File: src/rtl/uart_pkg.sv
// Shared definitions for the UART transmit path: sequencer state encoding and bit-time default.
package uart_pkg;

  typedef enum logic [2:0] {
    ST_IDLE,
    ST_LOAD,
    ST_START,
    ST_WAIT_END,
    ST_GUARD
  } tx_state_e;

  localparam int CLK_FRE_MHZ = 50;
  localparam int BAUD_RATE   = 9600;
  localparam int BIT_CYCLES  = CLK_FRE_MHZ * 1_000_000 / BAUD_RATE;

  function automatic int max2(input int a, input int b);
    return (a > b) ? a : b;
  endfunction

endpackage

File: src/rtl/rr_arbiter.sv
// Combinational round-robin pick: first requester after ptr, wrapping; one-hot plus index.
module rr_arbiter #(
  parameter int NUM_REQ = 4,
  localparam int IW = $clog2(NUM_REQ)
) (
  input  logic [NUM_REQ-1:0] req,
  input  logic [IW-1:0]      ptr,
  output logic [NUM_REQ-1:0] gnt,
  output logic [IW-1:0]      idx,
  output logic               any
);

  int            k;
  logic [IW-1:0] kk;

  always_comb begin
    gnt = '0;
    idx = '0;
    any = 1'b0;
    k   = 0;
    kk  = '0;
    for (int i = 1; i <= NUM_REQ; i++) begin
      k  = (int'(ptr) + i) % NUM_REQ;
      kk = IW'(k);
      if (!any && req[kk]) begin
        any     = 1'b1;
        gnt[kk] = 1'b1;
        idx     = kk;
      end
    end
  end

endmodule

File: src/rtl/uart_tx_arbiter.sv
// Packet-granular round-robin sharing of one uart_tx serializer, with stop-bit guard and
// a watchdog that abandons a packet if the serializer never signals completion.
module uart_tx_arbiter
  import uart_pkg::*;
#(
  parameter int NUM_REQ        = 4,
  parameter int DATA_WIDTH     = 8,
  parameter int GUARD_CYCLES   = BIT_CYCLES,
  parameter int TIMEOUT_CYCLES = 60000
) (
  input  logic                          i_clk_sys,
  input  logic                          i_rst,
  input  logic [NUM_REQ*DATA_WIDTH-1:0] i_req_data,
  input  logic [NUM_REQ-1:0]            i_req_valid,
  input  logic [NUM_REQ-1:0]            i_req_last,
  output logic [NUM_REQ-1:0]            o_req_ready,
  output logic [DATA_WIDTH-1:0]         o_tx_data,
  output logic                          o_tx_start,
  input  logic                          i_tx_end,
  output logic [NUM_REQ-1:0]            o_grant,
  output logic                          o_busy,
  output logic                          o_timeout
);

  localparam int IW = $clog2(NUM_REQ);
  localparam int TW = $clog2(max2(TIMEOUT_CYCLES, GUARD_CYCLES) + 1);

  tx_state_e          state;
  logic [IW-1:0]      ptr, gidx, arb_idx;
  logic [NUM_REQ-1:0] arb_gnt;
  logic               arb_any, last_q, xfer;
  logic [TW-1:0]      timer;

  rr_arbiter #(.NUM_REQ(NUM_REQ)) u_rr (
    .req (i_req_valid),
    .ptr (ptr),
    .gnt (arb_gnt),
    .idx (arb_idx),
    .any (arb_any)
  );

  assign o_req_ready = (state == ST_LOAD) ? o_grant : '0;
  assign o_busy      = (state != ST_IDLE);
  assign xfer        = |(i_req_valid & o_req_ready);

  always_ff @(posedge i_clk_sys or posedge i_rst) begin
    if (i_rst) begin
      state      <= ST_IDLE;
      o_grant    <= '0;
      ptr        <= IW'(NUM_REQ - 1);
      gidx       <= '0;
      o_tx_data  <= '0;
      last_q     <= 1'b0;
      o_tx_start <= 1'b0;
      o_timeout  <= 1'b0;
      timer      <= '0;
    end else begin
      o_tx_start <= 1'b0;
      o_timeout  <= 1'b0;
      unique case (state)
        ST_IDLE: begin
          // Pointer moves at grant time so an aborted owner still yields priority.
          if (arb_any) begin
            o_grant <= arb_gnt;
            gidx    <= arb_idx;
            ptr     <= arb_idx;
            state   <= ST_LOAD;
          end
        end
        ST_LOAD: begin
          if (xfer) begin
            o_tx_data  <= i_req_data[gidx*DATA_WIDTH +: DATA_WIDTH];
            last_q     <= i_req_last[gidx];
            o_tx_start <= 1'b1;
            state      <= ST_START;
          end
        end
        ST_START: begin
          timer <= '0;
          state <= ST_WAIT_END;
        end
        ST_WAIT_END: begin
          // End wins over the watchdog when both land in the same cycle.
          if (i_tx_end) begin
            timer <= '0;
            state <= ST_GUARD;
          end else if (timer == TW'(TIMEOUT_CYCLES - 1)) begin
            o_timeout <= 1'b1;
            o_grant   <= '0;
            state     <= ST_IDLE;
          end else begin
            timer <= timer + 1'b1;
          end
        end
        ST_GUARD: begin
          // End pulse precedes the stop bit; hold off the next start until it is out.
          if (timer == TW'(GUARD_CYCLES - 1)) begin
            if (last_q) begin
              o_grant <= '0;
              state   <= ST_IDLE;
            end else begin
              state <= ST_LOAD;
            end
          end else begin
            timer <= timer + 1'b1;
          end
        end
        default: state <= ST_IDLE;
      endcase
    end
  end

endmodule

File: config.mk
export PLATFORM = sky130hd
export DESIGN_NAME = uart_tx_arbiter
export DESIGN_NICKNAME = d
export VERILOG_FILES = /design/src/rtl/uart_pkg.sv /design/src/rtl/rr_arbiter.sv /design/src/rtl/uart_tx_arbiter.sv
export SDC_FILE = /design/constraint.sdc
export NUM_CORES = 1
export LEC_CHECK = 0
export BUFFER_PORTS_ARGS = -buffer_cell sky130_fd_sc_hd__buf_2
export CORE_UTILIZATION = 54
export CTS_CLUSTER_SIZE = 24
export DETAILED_ROUTE_END_ITERATION = 8
export HOLD_SLACK_MARGIN = 0.06
export PLACE_DENSITY = 0.86
export SLEW_MARGIN = 25
export SYNTH_ARGS = -nofsm -noshare
export SYNTH_HDL_FRONTEND = slang
export SYNTH_SLANG_ARGS = --single-unit
export TNS_END_PERCENT = 100
File: constraint.sdc
create_clock -name i_clk_sys -period 3.45 [get_ports i_clk_sys]
set_input_delay 0 -clock i_clk_sys [delete_from_list [all_inputs] [get_ports i_clk_sys]]
set_output_delay 0 -clock i_clk_sys [all_outputs]
set_load 0.01 [all_outputs]
# ---- Yosys cells after proc, flatten, opt, wreduce, memory -nomap -nowiden
# Index checks and enable logic that the tools add are counted.
# W data, S select, Z words.
dict set report op_classes {
  n_reduce_logical 20
  n_eq_ne 15
  n_lt_le_gt_ge 9
  mux 53
  bitwise 4
  n_addsub 5
  shift 1
}
# cell n
set ops {}
lappend ops {{$mux W16} 3}
lappend ops {{$pmux W16 S3} 1}
lappend ops {{$mux W4} 10}
lappend ops {{$shiftx A32 B6 Y8} 1}
lappend ops {{$mux W1} 19}
lappend ops {{$add A16 B1 Y16 const B} 1}
lappend ops {{$eq A16 B13 Y1 const B} 1}
lappend ops {{$eq A16 B16 Y1 const B} 1}
lappend ops {{$lt A2 B3 Y1 const B} 5}
lappend ops {{$mux W3} 5}
lappend ops {{$pmux W3 S5} 1}
lappend ops {{$ne A2 B2 Y1 const B} 7}
lappend ops {{$or A4 B4 Y4} 3}
lappend ops {{$pmux W4 S3} 1}
lappend ops {{$bmux W1 S2} 5}
lappend ops {{$reduce_bool A3 Y1} 3}
lappend ops {{$demux W1 S2} 4}
lappend ops {{$ge A2 B1 Y1 const B} 4}
lappend ops {{$mux W2} 4}
lappend ops {{$logic_and A1 B1 Y1} 7}
lappend ops {{$eq A3 B2 Y1 const B} 2}
lappend ops {{$ne A3 B3 Y1 const B} 2}
lappend ops {{$reduce_and A6 Y1} 1}
lappend ops {{$add A2 B1 Y2 const B} 2}
lappend ops {{10 further kinds} 14}
dict set report word_totals {
  ff_bits 38
  output_inout_bits 19
}

# ---- Logic depth before layout (Yosys ltp)
# Gate-level depths: netlist of the first run.
dict set report depth {
  depth_word 15
  depth_mapped 10
  mapped_depth_nobuf 7
}

# ---- Cells and area by module
# From an unflattened synthesis of the first run, not the netlist that was laid out.
dict set report hier_totals {
  cells_unflattened 282
  hier_area_um2 2859.0
}
# mod instances area_each_um2 seq_area_each_um2 cells_per_inst
set by_module_without_submodules {}
lappend by_module_without_submodules {uart_tx_arbiter 1 2229.6 953.4 196}
lappend by_module_without_submodules {rr_arbiter 1 629.4 0.0 86}

# ---- Worst setup path after synthesis of the first run
# OpenSTA, ideal clock, no wires.
dict set report synth_timing {
  kind {reg2reg}
  start {register ptr[0]}
  end {register o_grant[0]}
  path_buffers 3
  t_arrival_ps 2759
  period_less_slack_ps 2827
  setup_time_ps 68
  t_required_ps 3382
  slack_ps 623
  stages_incl_launch_ff 10
  path_cell_list {dfstp_2 buf_2 clkbuf_1 inv_1 ha_1 clkbuf_1 nor2b_1 a211oi_1 a2111oi_1 a221o_1}
}
dict set report synth_between {
  elab_chain_len 15
  word_cells_on_any_way 53
}
# element line
set synth_lines {}
lappend synth_lines {{from (decl)} uart_tx_arbiter.sv:29} ;# logic [IW-1:0] ptr, gidx, arb_idx;
lappend synth_lines {{from (signal assigned)} uart_tx_arbiter.sv:50} ;# ptr <= IW'(NUM_REQ - 1);
lappend synth_lines {{from (signal assigned)} uart_tx_arbiter.sv:66} ;# ptr <= arb_idx;
lappend synth_lines {{branches (longest 15 deep; another with $lt A2 B3 Y1)} n/a}
lappend synth_lines {{to (signal assigned)} uart_tx_arbiter.sv:64} ;# o_grant <= arb_gnt;
lappend synth_lines {{to (decl)} uart_tx_arbiter.sv:20} ;# output logic [NUM_REQ-1:0] o_grant,
# Several ways; the timed one is not identified. The select of a mux whose other input is x is not followed.
# A chain may end at the register's enable or synchronous reset.

# ---- Final worst setup path of the first run
dict set report layout_timing {
  start {register ptr[0]}
  end {register o_grant[1]}
}
# Same word-level chain as after synthesis.

==> reports/qor_table.md, run 1 <==
| Result | Value | Unit |
|---|---|---|
| Setup violation total in the final timing report | 0 | - |
| Via count of the routed design | 2373 | - |
| Share of cell area taken by muxes after synthesis | 0.1377 | - |
| Share of synthesized area occupied by flip-flops and latches | 0.3546 | - |
| Average wire length per cell after detail routing | 16.03 | µm |
| Post-Synth XOR/XNOR Area | 0.006515 | - |
| Number of max-slew violations in the final report | 0 | - |
| Post-route worst setup slack | 636.6 | ps |
| Total nets after synthesis | 325 | - |
| Clk Tree Root Cell | clkbuf_8 | - |
| Switching Share | 0.4189 | - |
| Async set-reset flop share out of synthesis | 1.000 | - |
| Largest family of logic cells by synthesized area | simple AND/OR/NAND/NOR gates | - |
| Hold bufs inserted after CTS | 2 | - |
| Count of pins on the block boundary | 62 | - |
| Sequential group share of total power | 0.360 | - |
| Die Wd | 72.57 | µm |
| Vias in the first global route | 2409 | - |
| Part of the power in combinational logic | 0.491 | - |
| Iteration count of the initial detailed-routing pass | 4 | - |
| Number of antenna repair diodes | 0 | - |
| Cell area after layout | 3102 | µm² |
| DRT antenna net count | 0 | - |
| Worst skew pair latency | 290 | ps |
| Arrival time worst endpoint | 3030 | ps |
| Critical path endpoint category | flip-flop | - |
| Initial antenna violation count | 0 | - |
| Wire length of the first global-routing pass | 10880 | µm |
| Part of the total power dissipated in the clock network | 0.149 | - |
| Pin count of the biggest net entering global routing | 39 | - |
| Drt total wl | 6316 | µm |
| Remaining global-route overflow | 0 | - |
| CTS clock-pin slew for the worst setup and hold paths | 80 | ps |
| Post-layout net count | 378 | - |
| Post-Place Worst Slack | 679.4 | ps |
| Internal power of the cells | 1.233 | mW |
| Overall die height | 72.57 | µm |
| GRT Overall Usage | 0.2659 | - |
| Fin crit period | 2813 | ps |
| H-tree Lvls | 2 | - |
| Max Cap Viol | 0 | - |
| Type of the setup path with the least slack | flip-flop to flip-flop | - |
| Count of cells resized by post-cts repair | 0 | - |
| Post-Synth Simple-Gate Area | 0.2178 | - |
| Total number of clock tree sinks | 38 | - |
| Peak supply drop | 0.0004758 | V |
| Number of cells produced by synthesis | 273 | - |
| Data required time of the worst path | 3670 | ps |
| Unrepaired setup endpoints after global routing | no | - |
| Count of flip-flops with a built-in enable after synthesis | 0 | - |
| Pwr Total | 2.121 | mW |
| Leakage | 1.324 | nW |
| Per-cell via count in the routed design | 6.023 | - |
| Leading register cell type out of synthesis | dfrtp_1 | - |
| Maximum net fanout on the critical path | 22 | - |
| TritonCTS clock tree | built | - |
| Fraction of final layout cells sized beyond drive strength 1 | 0.3272 | - |
| Portion of the clock cycle consumed by the worst path in the final layout | 0.8155 | - |
| Drt initial violations | 154 | - |
| DP Area | 2990 | µm² |
| Port Buffers | 61 | - |
| Maximum clock insertion buffer count | 2 | - |
| DRC | 0 | - |
| Core Box Area | 4755 | µm² |
| Class of the tightest hold or removal check | input pin to flip-flop | - |
| Placement row count | 25 | - |
| Post-CTS Repair Setup Buffers | 0 | - |
| Global placer's final weighted congestion | 0.8951 | - |
| Maximum frequency from static timing analysis | 355.4 | MHz |
| Post-synthesis register bit count | 38 | - |
| Actual slew at the worst max-slew pin | 862.1 | ps |
| Number of buffers created by CTS | 5 | - |
| Post-Synthesis Cell Area | 2689 | µm² |
| Cell area power density | 683.9 | nW/µm² |
| Overall die area | 5266 | µm² |
| Fill count | 382 | - |
| CP Launch Type | flip-flop | - |
| Max_slew headroom | 0.4241 | - |
| Adder and majority cell fraction of the synthesized area | 0.04188 | - |
| Final Skew | 12.01 | ps |
| Post-Syn Area per Cell | 9.849 | µm² |
| Sum of net half-perimeters after detailed placement | 4621 | µm |
| Setup total negative slack | 0 | ps |
| Synth cell types | 57 | - |
| Initial core utilization | 0.5655 | - |
| Complex-gate fraction of the synthesized area | 0.1936 | - |
| Final number of hold-violating endpoints | 0 | - |
| Status | complete, no violations | - |
| Sw power | 0.8886 | mW |
| Count of synthesis-stage warnings from yosys | 0 | - |
| Area growth from synthesis to layout | 15.36 | % |
area by class of cell:
cell class / instances / area (µm²) / area share
Clock buffer: 7 / 86.33 / 0.02783
Inverter: 9 / 33.78 / 0.01089
Sequential cell: 38 / 953.4 / 0.3074
Timing Repair Buffer: 64 / 332.8 / 0.1073
Tap cell: 67 / 83.83 / 0.02703
Multi-Input combinational cell: 208 / 1607 / 0.5180
Clock inverter: 1 / 5.005 / 0.001614
worst max-delay path, stage by stage, from the launching register on:
cell and delay [ps]:
dfstp_2 780, inv_1 180, ha_1 480, nor2b_1 220
a211oi_1 110, a2111oi_1 690, a221o_1 270
cells in the mapped netlist, types with 2 or more instances:
master / instances / area, µm²
a2111oi_0: 2 / 17.52
o31ai_1: 3 / 22.52
and2_1: 5 / 31.28
clkbuf_1: 12 / 45.04
mux4_2: 11 / 247.7
nand4b_1: 3 / 26.28
or4b_2: 2 / 20.02
ha_1: 9 / 112.6
mux2_2: 10 / 112.6
o41ai_1: 2 / 17.52
o21ai_2: 3 / 26.28
nor4_1: 3 / 18.77
nand2_1: 24 / 90.09
nor3b_1: 5 / 37.54
dfrtp_1: 36 / 900.9
nand2b_1: 3 / 18.77
or3b_2: 2 / 17.52
or4_1: 7 / 52.55
nand3_1: 11 / 55.05
nand3b_1: 2 / 15.01
a2111oi_2: 2 / 30.03
o21a_1: 4 / 30.03
and3_1: 3 / 18.77
inv_1: 9 / 33.78
nor2b_1: 5 / 31.28
buf_2: 3 / 15.01
a21o_1: 3 / 22.52
or3_1: 6 / 37.54
nor2_1: 16 / 60.06
dfstp_2: 2 / 52.55
nand4_1: 3 / 18.77
o211ai_1: 4 / 30.03
a221o_1: 4 / 40.04
o21ai_0: 14 / 70.07
a21oi_2: 3 / 26.28
a21oi_1: 16 / 80.08
per-layer routing:
layer  GRT usage  up-vias  part of all wire
li1            -     1138                 -
met3     0.05417       18             0.042
met4      0.1329        0             0.023
met5           0        -                 0
met2      0.4413       67              0.51
met1      0.3292     1150              0.43
cell usage in the layout, fill, tap and decap left out, types with 6 or more instances in the layout:
cell      synthesis  final
buf_2             3     61
dfrtp_1          36     36
nand2_1          24     24
nor2_1           16     16
a21oi_1          16     16
o21ai_0          14     14
mux4_2           11     11
nand3_1          11     11
mux2_2           10     10
inv_1             9      9
ha_1              9      9
or4_1             7      7
or3_1             6      6
clkbuf_8          0      6
state kept, by name, indices dropped and copies added (netlist names):
| register | flops |
|---|---|
| o_tx_start | 1 |
| gidx | 2 |
| o_grant | 4 |
| last_q | 1 |
| ptr | 2 |
| state | 3 |
| o_timeout | 1 |
| o_tx_data | 8 |
| timer | 16 |
logic make-up (layout without fill, tap and decap cells):
| kind of cell | after synthesis | after routing |
|---|---|---|
| multiplexers | 22 | 22 |
| AO/OA/AOI/OAI | 71 | 71 |
| flip-flops | 38 | 38 |
| adder cells (fa/ha/maj) | 9 | 9 |
| XOR/XNOR | 2 | 2 |
| buffers and inverters | 27 | 81 |
| AND/OR/NAND/NOR | 104 | 104 |
power groups by stage:
stage | clock (mW) | combinational (mW) | sequential [mW]
6_report | 0.315 | 1.04 | 0.764
5_1_grt | 0.342 | 1.14 | 0.793
4_1_cts | 0.320 | 1.04 | 0.763
3_5_place_dp | 0 | 1.04 | 0.772
3_3_place_gp | 0 | 1.00 | 0.758
2_1_floorplan | 0 | 0.889 | 0.677
through the flow:
stage | utilization | hold WS, ps | instances
2_1_floorplan | - | 155.3 | 273
3_3_place_gp | 0.6289 | 130.1 | 384
3_5_place_dp | 0.6289 | 145.3 | 384
4_1_cts | 0.6524 | 151.6 | 394
5_1_grt | 0.6524 | 165.4 | 394
6_report | 0.6524 | 150.9 | 394
worst paths after layout:
kind                               start            to  slack [ps]  cells past startpoint
min reg2reg                 o_tx_data[7]  o_tx_data[7]         500                      1
min in group asynchronous          i_rst      timer[7]         360                      4
max                               ptr[0]    o_grant[1]         640                      6
max reg2reg                       ptr[0]    o_grant[1]         640                      6
min                        i_req_data[1]  o_tx_data[1]         150                      3
max in group asynchronous          i_rst        ptr[1]        2740                      4
Note: power is estimated with default switching activity, not from simulation.
==> inputs of run 2 (changes only) <==
--- a/config.mk
+++ b/config.mk
@@ -5,8 +5,9 @@
 export SDC_FILE = /design/constraint.sdc
 export NUM_CORES = 1
 export LEC_CHECK = 0
+export ABC_AREA = 1
 export BUFFER_PORTS_ARGS = -buffer_cell sky130_fd_sc_hd__buf_2
-export CORE_UTILIZATION = 54
+export CORE_UTILIZATION = 55
 export CTS_CLUSTER_SIZE = 24
 export DETAILED_ROUTE_END_ITERATION = 8
 export HOLD_SLACK_MARGIN = 0.06
==> constraint.sdc (replaced) <==
create_clock -name i_clk_sys -period 2.6 [get_ports i_clk_sys]
set_input_delay 0 -clock i_clk_sys [delete_from_list [all_inputs] [get_ports i_clk_sys]]
set_output_delay 0 -clock i_clk_sys [all_outputs]
set_load 0.01 [all_outputs]
==> run 2 against run 1 <==
Net effect:
- critical path depth up 4
- clock skew down 6.6 ps
- register-to-register slack worse by 190 ps
- highest routed layer unchanged
- final area up 12%
- die area up 9.9%
- global-route usage up 1.3 points
- first-iteration DRC count up 51%
- utilization up 1.7 points
- synthesized area up 12%
- cell count up 52%
- combinational power down 25%
- worst hold slack worse by 71 ps
==> reports/qor_table.md, run 2 <==
| Result | Value | Unit |
|---|---|---|
| Status | complete, no violations | - |
| Drt total wl | 7623 | µm |
| DRC | 0 | - |
| Core Box Area | 5205 | µm² |
| Fraction of final layout cells sized beyond drive strength 1 | 0.1780 | - |
| Critical path endpoint category | flip-flop | - |
| Number of cells produced by synthesis | 468 | - |
| Total nets after synthesis | 520 | - |
| CP Launch Type | flip-flop | - |
| Arrival time worst endpoint | 2390 | ps |
| Area growth from synthesis to layout | 15.55 | % |
| Setup violation total in the final timing report | 0 | - |
| Count of pins on the block boundary | 62 | - |
| Post-layout net count | 579 | - |
| Type of the setup path with the least slack | flip-flop to flip-flop | - |
| Max_slew headroom | 0.5797 | - |
| Final Skew | 5.450 | ps |
| Unrepaired setup endpoints after global routing | no | - |
| Setup total negative slack | 0 | ps |
| DRT antenna net count | 0 | - |
| Placement row count | 26 | - |
| Final number of hold-violating endpoints | 0 | - |
| Overall die height | 76.06 | µm |
| Maximum frequency from static timing analysis | 464.9 | MHz |
| Number of buffers created by CTS | 5 | - |
| Remaining global-route overflow | 0 | - |
| CTS clock-pin slew for the worst setup and hold paths | 70 | ps |
| Iteration count of the initial detailed-routing pass | 4 | - |
| Hold bufs inserted after CTS | 2 | - |
| Fin crit period | 2151 | ps |
| Largest registers | timer (16), o_tx_data (8), o_grant (4) | - |
| Sum of net half-perimeters after detailed placement | 5638 | µm |
| Share of synthesized area occupied by flip-flops and latches | 0.3161 | - |
| Initial antenna violation count | 0 | - |
| Post-Syn Area per Cell | 6.446 | µm² |
| Count of cells resized by post-cts repair | 0 | - |
| Most common library cell in the layout ignoring fill and taps | nand2_1 | - |
| Initial core utilization | 0.5796 | - |
| Post-Synthesis Cell Area | 3017 | µm² |
| Register bank with the most flops | timer | - |
| Maximum clock insertion buffer count | 2 | - |
| Count of synthesis-stage warnings from yosys | 0 | - |
| Port Buffers | 61 | - |
| Commonest cells after routing, fill and taps aside | nand2_1 (157), nor2_1 (68), buf_2 (61) | - |
| Drt initial violations | 233 | - |
| Leading register cell type out of synthesis | dfrtp_1 | - |
| Portion of the clock cycle consumed by the worst path in the final layout | 0.8274 | - |
| Data required time of the worst path | 2830 | ps |
| Pin count of the biggest net entering global routing | 39 | - |
| Number of antenna repair diodes | 0 | - |
| Maximum net fanout on the critical path | 10 | - |
| Via count of the routed design | 3221 | - |
| Post-route worst setup slack | 448.9 | ps |
| Global placer's final weighted congestion | 0.9196 | - |
| Cell with the most instances after synthesis | nand2_1 | - |
| Leakage | 1.885 | nW |
| Post-CTS Repair Setup Buffers | 0 | - |
| Actual slew at the worst max-slew pin | 628.2 | ps |
| Library cell with the largest summed area after synthesis | dfrtp_1 | - |
| Wire length of the first global-routing pass | 13230 | µm |
| Die Wd | 76.06 | µm |
| Top post-synthesis cells by area | dfrtp_1 (30%), nand2_1 (20%), nand3_1 (8.8%) | - |
| Overall die area | 5785 | µm² |
| Post-synthesis register bit count | 38 | - |
| Cell area power density | 618.1 | nW/µm² |
| GRT Overall Usage | 0.2793 | - |
| Total number of clock tree sinks | 38 | - |
| Clk Tree Root Cell | clkbuf_8 | - |
| Number of flip-flops in the largest register | 16 | - |
| Synth cell types | 36 | - |
| Count of flip-flops with a built-in enable after synthesis | 0 | - |
| TritonCTS clock tree | built | - |
| Post-Place Worst Slack | 498.2 | ps |
| Area fraction of the dominant cell type after synthesis | 0.2986 | - |
| Async set-reset flop share out of synthesis | 1.000 | - |
| Commonest cells in the synthesized netlist | nand2_1 (157), nor2_1 (68), nand3_1 (53) | - |
| Average wire length per cell after detail routing | 12.75 | µm |
| H-tree Lvls | 2 | - |
| Peak supply drop | 0.0003482 | V |
| Worst skew pair latency | 290 | ps |
| Max Cap Viol | 0 | - |
| Per-cell via count in the routed design | 5.386 | - |
| Class of the tightest hold or removal check | input pin to flip-flop | - |
| Vias in the first global route | 2936 | - |
| Number of max-slew violations in the final report | 0 | - |
## run 2: critical path, cell delays in order, from the launching register on
cell	delay, ps
dfstp_2	630
inv_1	180
ha_1	360
inv_1	70
nand3_1	170
nand2_1	90
nor2_1	270
a21oi_1	120
nand3_1	90
nand2_1	60
nand2_1	50
## run 2: stage by stage
step | instances | util | hold WS, ps | power [mW] | area, µm²
2_1_floorplan | 468 | - | 136.1 | 1.435 | 3017
3_3_place_gp | 588 | 0.6435 | 131.2 | 1.582 | 3349
3_5_place_dp | 588 | 0.6435 | 141.6 | 1.611 | 3349
4_1_cts | 598 | 0.6697 | 82.35 | 2.144 | 3486
5_1_grt | 598 | 0.6697 | 106.0 | 2.335 | 3486
6_report | 598 | 0.6697 | 80.02 | 2.155 | 3486
## run 2: layout make-up
class | count | area [µm²]
clock buffer | 7 | 86.33
fill | 477 | 1719
multi-input combinational | 370 | 1805
clock inverter | 1 | 30.03
tap | 70 | 87.58
inverter | 46 | 175.2
sequential | 38 | 953.4
timing repair buffer | 66 | 347.8
## run 2: kinds of logic (layout without fill, tap and decap cells)
group,Yosys count,in the layout,share of synthesized area
fa+ha+maj,9,9,0.03733
buf+inv,60,120,0.08544
xor+xnor,6,6,0.01742
simple gates,310,310,0.4446
compound gates,45,45,0.09913
flops,38,38,0.3160
## run 2: power breakdown
part	internal, mW	switching [mW]
clock	0.313	0.210
sequential	0.683	0.165
combinational	0.294	0.490
## run 2: worst paths after layout
kind | start | end | slack, ps | cells after the start
worst max-delay path | ptr[1] | o_grant[1] | 450 | 10
worst min-delay path | i_req_data[27] | o_tx_data[3] | 80 | 5
worst max register to register | ptr[1] | o_grant[1] | 450 | 10
worst min register to register | o_tx_data[2] | o_tx_data[2] | 480 | 2
max in group asynchronous | i_rst | ptr[0] | 1870 | 4
min in group asynchronous | i_rst | timer[10] | 370 | 4
## run 2: routing by layer
metal	vias up	GRT usage	part of all wire	routed length (µm)
met2	122	0.4455	0.44	3391
met4	0	0.06154	0.010	80
li1	1641	-	-	-
met3	8	0.05150	0.067	513
met5	-	0	0	0
met1	1450	0.3960	0.48	3638
==> inputs of run 3 (changes only) <==
--- a/config.mk
+++ b/config.mk
@@ -7,11 +7,11 @@
 export LEC_CHECK = 0
 export ABC_AREA = 1
 export BUFFER_PORTS_ARGS = -buffer_cell sky130_fd_sc_hd__buf_2
-export CORE_UTILIZATION = 55
+export CORE_UTILIZATION = 50
 export CTS_CLUSTER_SIZE = 24
 export DETAILED_ROUTE_END_ITERATION = 8
 export HOLD_SLACK_MARGIN = 0.06
-export PLACE_DENSITY = 0.86
+export PLACE_DENSITY = 0.83
 export SLEW_MARGIN = 25
 export SYNTH_ARGS = -nofsm -noshare
 export SYNTH_HDL_FRONTEND = slang
==> constraint.sdc (replaced) <==
create_clock -name i_clk_sys -period 1.8 [get_ports i_clk_sys]
set_input_delay 0 -clock i_clk_sys [delete_from_list [all_inputs] [get_ports i_clk_sys]]
set_output_delay 0 -clock i_clk_sys [all_outputs]
set_load 0.01 [all_outputs]
==> run 3 against run 2 <==
Net effect:
- worst hold slack better by 1.4 ps
- sequential power up 40%
- routed wire length rose by 6.3%
- critical endpoint is now gidx[0]
- largest cell class unchanged
- first-iteration DRC count up 17%
==> reports/qor_table.md, run 3 (synthesis results as in run 2) <==
| Result | Value | Unit |
|---|---|---|
| Final number of hold-violating endpoints | 0 | - |
| Number of buffers created by CTS | 5 | - |
| Register bank with the most flops | timer | - |
| Status | complete, no violations | - |
| Worst skew pair latency | 290 | ps |
| DP Area | 3455 | µm² |
| Overall die area | 6348 | µm² |
| Post-route core utilization | 0.6475 | - |
| Number of max-slew violations in the final report | 0 | - |
| Arrival time worst endpoint | 1900 | ps |
| Via count of the routed design | 3339 | - |
| Type of the setup path with the least slack | flip-flop to flip-flop | - |
| Commonest cells after routing, fill and taps aside | nand2_1 (155), nor2_1 (66), buf_2 (61) | - |
| H-tree Lvls | 2 | - |
| Critical path endpoint category | flip-flop | - |
| Leakage | 1.950 | nW |
| TritonCTS clock tree | built | - |
| Drt initial violations | 273 | - |
| Die Wd | 79.68 | µm |
| Maximum net fanout on the critical path | 9 | - |
| Number of flip-flops in the largest register | 16 | - |
| Area of the multi-input gates | 1871 | µm² |
| Setup violation total in the final timing report | 0 | - |
| Peak supply drop | 0.0004409 | V |
| Final Skew | 4.124 | ps |
| Clk Tree Root Cell | clkbuf_8 | - |
| Area growth from synthesis to layout | 21.82 | % |
| Vias in the first global route | 3059 | - |
| Worst r2r path cells | 10 | - |
| Port Buffers | 61 | - |
| Remaining global-route overflow | 0 | - |
| Pwr Total | 3.262 | mW |
| Post-layout instance count excluding filler cells | 614 | - |
| Class of the tightest hold or removal check | input pin to flip-flop | - |
| Post-layout net count | 593 | - |
| Initial antenna violation count | 0 | - |
| Fin crit period | 1714 | ps |
| Total number of clock tree sinks | 38 | - |
| Cell area after layout | 3675 | µm² |
| Average wire length per cell after detail routing | 13.19 | µm |
| Per-cell via count in the routed design | 5.438 | - |
| Data required time of the worst path | 1980 | ps |
| Overall die height | 79.68 | µm |
| Cell area power density | 887.6 | nW/µm² |
| Placed Instances | 601 | - |
| Core Box Area | 5675 | µm² |
| Wire length of the first global-routing pass | 13540 | µm |
| Fraction of final layout cells sized beyond drive strength 1 | 0.2288 | - |
| Max Cap Viol | 0 | - |
| CTS clock-pin slew for the worst setup and hold paths | 80 | ps |
| Placement row count | 27 | - |
| DRT antenna net count | 0 | - |
| Largest registers | timer (16), o_tx_data (8), o_grant (4) | - |
| CP Launch Type | flip-flop | - |
| Number of antenna repair diodes | 0 | - |
| Most common library cell in the layout ignoring fill and taps | nand2_1 | - |
| Count of pins on the block boundary | 62 | - |
| Iteration count of the initial detailed-routing pass | 5 | - |
| Fill count | 502 | - |
| Cells on Worst Hold Path | 5 | - |
| Portion of the clock cycle consumed by the worst path in the final layout | 0.9524 | - |
| DRC | 0 | - |
| Total area of sequential cells | 954.7 | µm² |
| Maximum clock insertion buffer count | 2 | - |
| Unrepaired setup endpoints after global routing | yes | - |
| Sum of net half-perimeters after detailed placement | 5790 | µm |
| Drt total wl | 8101 | µm |
| Worst hold margin | 81.44 | ps |
| Maximum frequency from static timing analysis | 583.3 | MHz |
| Pin count of the biggest net entering global routing | 39 | - |
| Max_slew headroom | 0.6483 | - |
| Reg-to-reg slack, setup | 90 | ps |
| Global placer's final weighted congestion | 0.9459 | - |
| Initial core utilization | 0.5315 | - |
| GRT Overall Usage | 0.2693 | - |
| Actual slew at the worst max-slew pin | 527.5 | ps |
-- run 3: layout make-up --
| type | instances | share of cell area |
|---|---|---|
| multi-input cells | 370 | 0.5090 |
| flip-flops and latches | 38 | 0.2598 |
| clock buffers | 5 | 0.01873 |
| clock inverters | 3 | 0.01226 |
| well taps | 72 | 0.02451 |
| repair buffers | 80 | 0.1267 |
| inverters | 46 | 0.04903 |
-- run 3: where the power goes --
part	switching, mW	internal, mW	total, mW
registers	0.202	0.986	1.19
clock network	0.326	0.412	0.738
logic	0.795	0.541	1.34
-- run 3: layer usage --
| metal | vias up | global-route usage | share of wire |
|---|---|---|---|
| li1 | 1664 | - | - |
| met1 | 1538 | 0.3694 | 0.45 |
| met2 | 130 | 0.4368 | 0.48 |
| met3 | 7 | 0.04114 | 0.065 |
| met4 | 0 | 0.07636 | 0.0096 |
| met5 | - | 0 | 0 |
-- run 3: stage by stage --
step / worst slack [ps] / setup TNS [ps]
6_report: 85.68 / 0
2_1_floorplan: 8.205 / 0
4_1_cts: 12.58 / 0
3_3_place_gp: 42.91 / 0
5_1_grt: -54.82 / -126.4
3_5_place_dp: -25.41 / -47.37
-- run 3: critical path, cell delays in order (launching register included) --
cell and delay (ps):
dfstp_2 570, inv_2 60, buf_4 160, nand2_1 100
nand3_1 130, nand2_4 150, nand3_2 120, nand2_4 110
inv_4 60, o211ai_2 70, nand2_1 60
-- run 3: final timing paths --
check                                    start            to
worst max-delay path                    ptr[0]       gidx[0]
min in group asynchronous                i_rst  o_tx_data[6]
max in group asynchronous                i_rst        ptr[1]
worst min-delay path            i_req_data[30]  o_tx_data[6]
worst max register to register          ptr[0]       gidx[0]
worst min register to register    o_tx_data[6]  o_tx_data[6]
-- run 3: repair_timing --
action	in CTS	in global routing
pin swaps	0	2
hold endpoints to repair	37	0
setup buffers	0	3
setup endpoints to repair	6	29
resized for setup	2	16
hold buffers	2	0
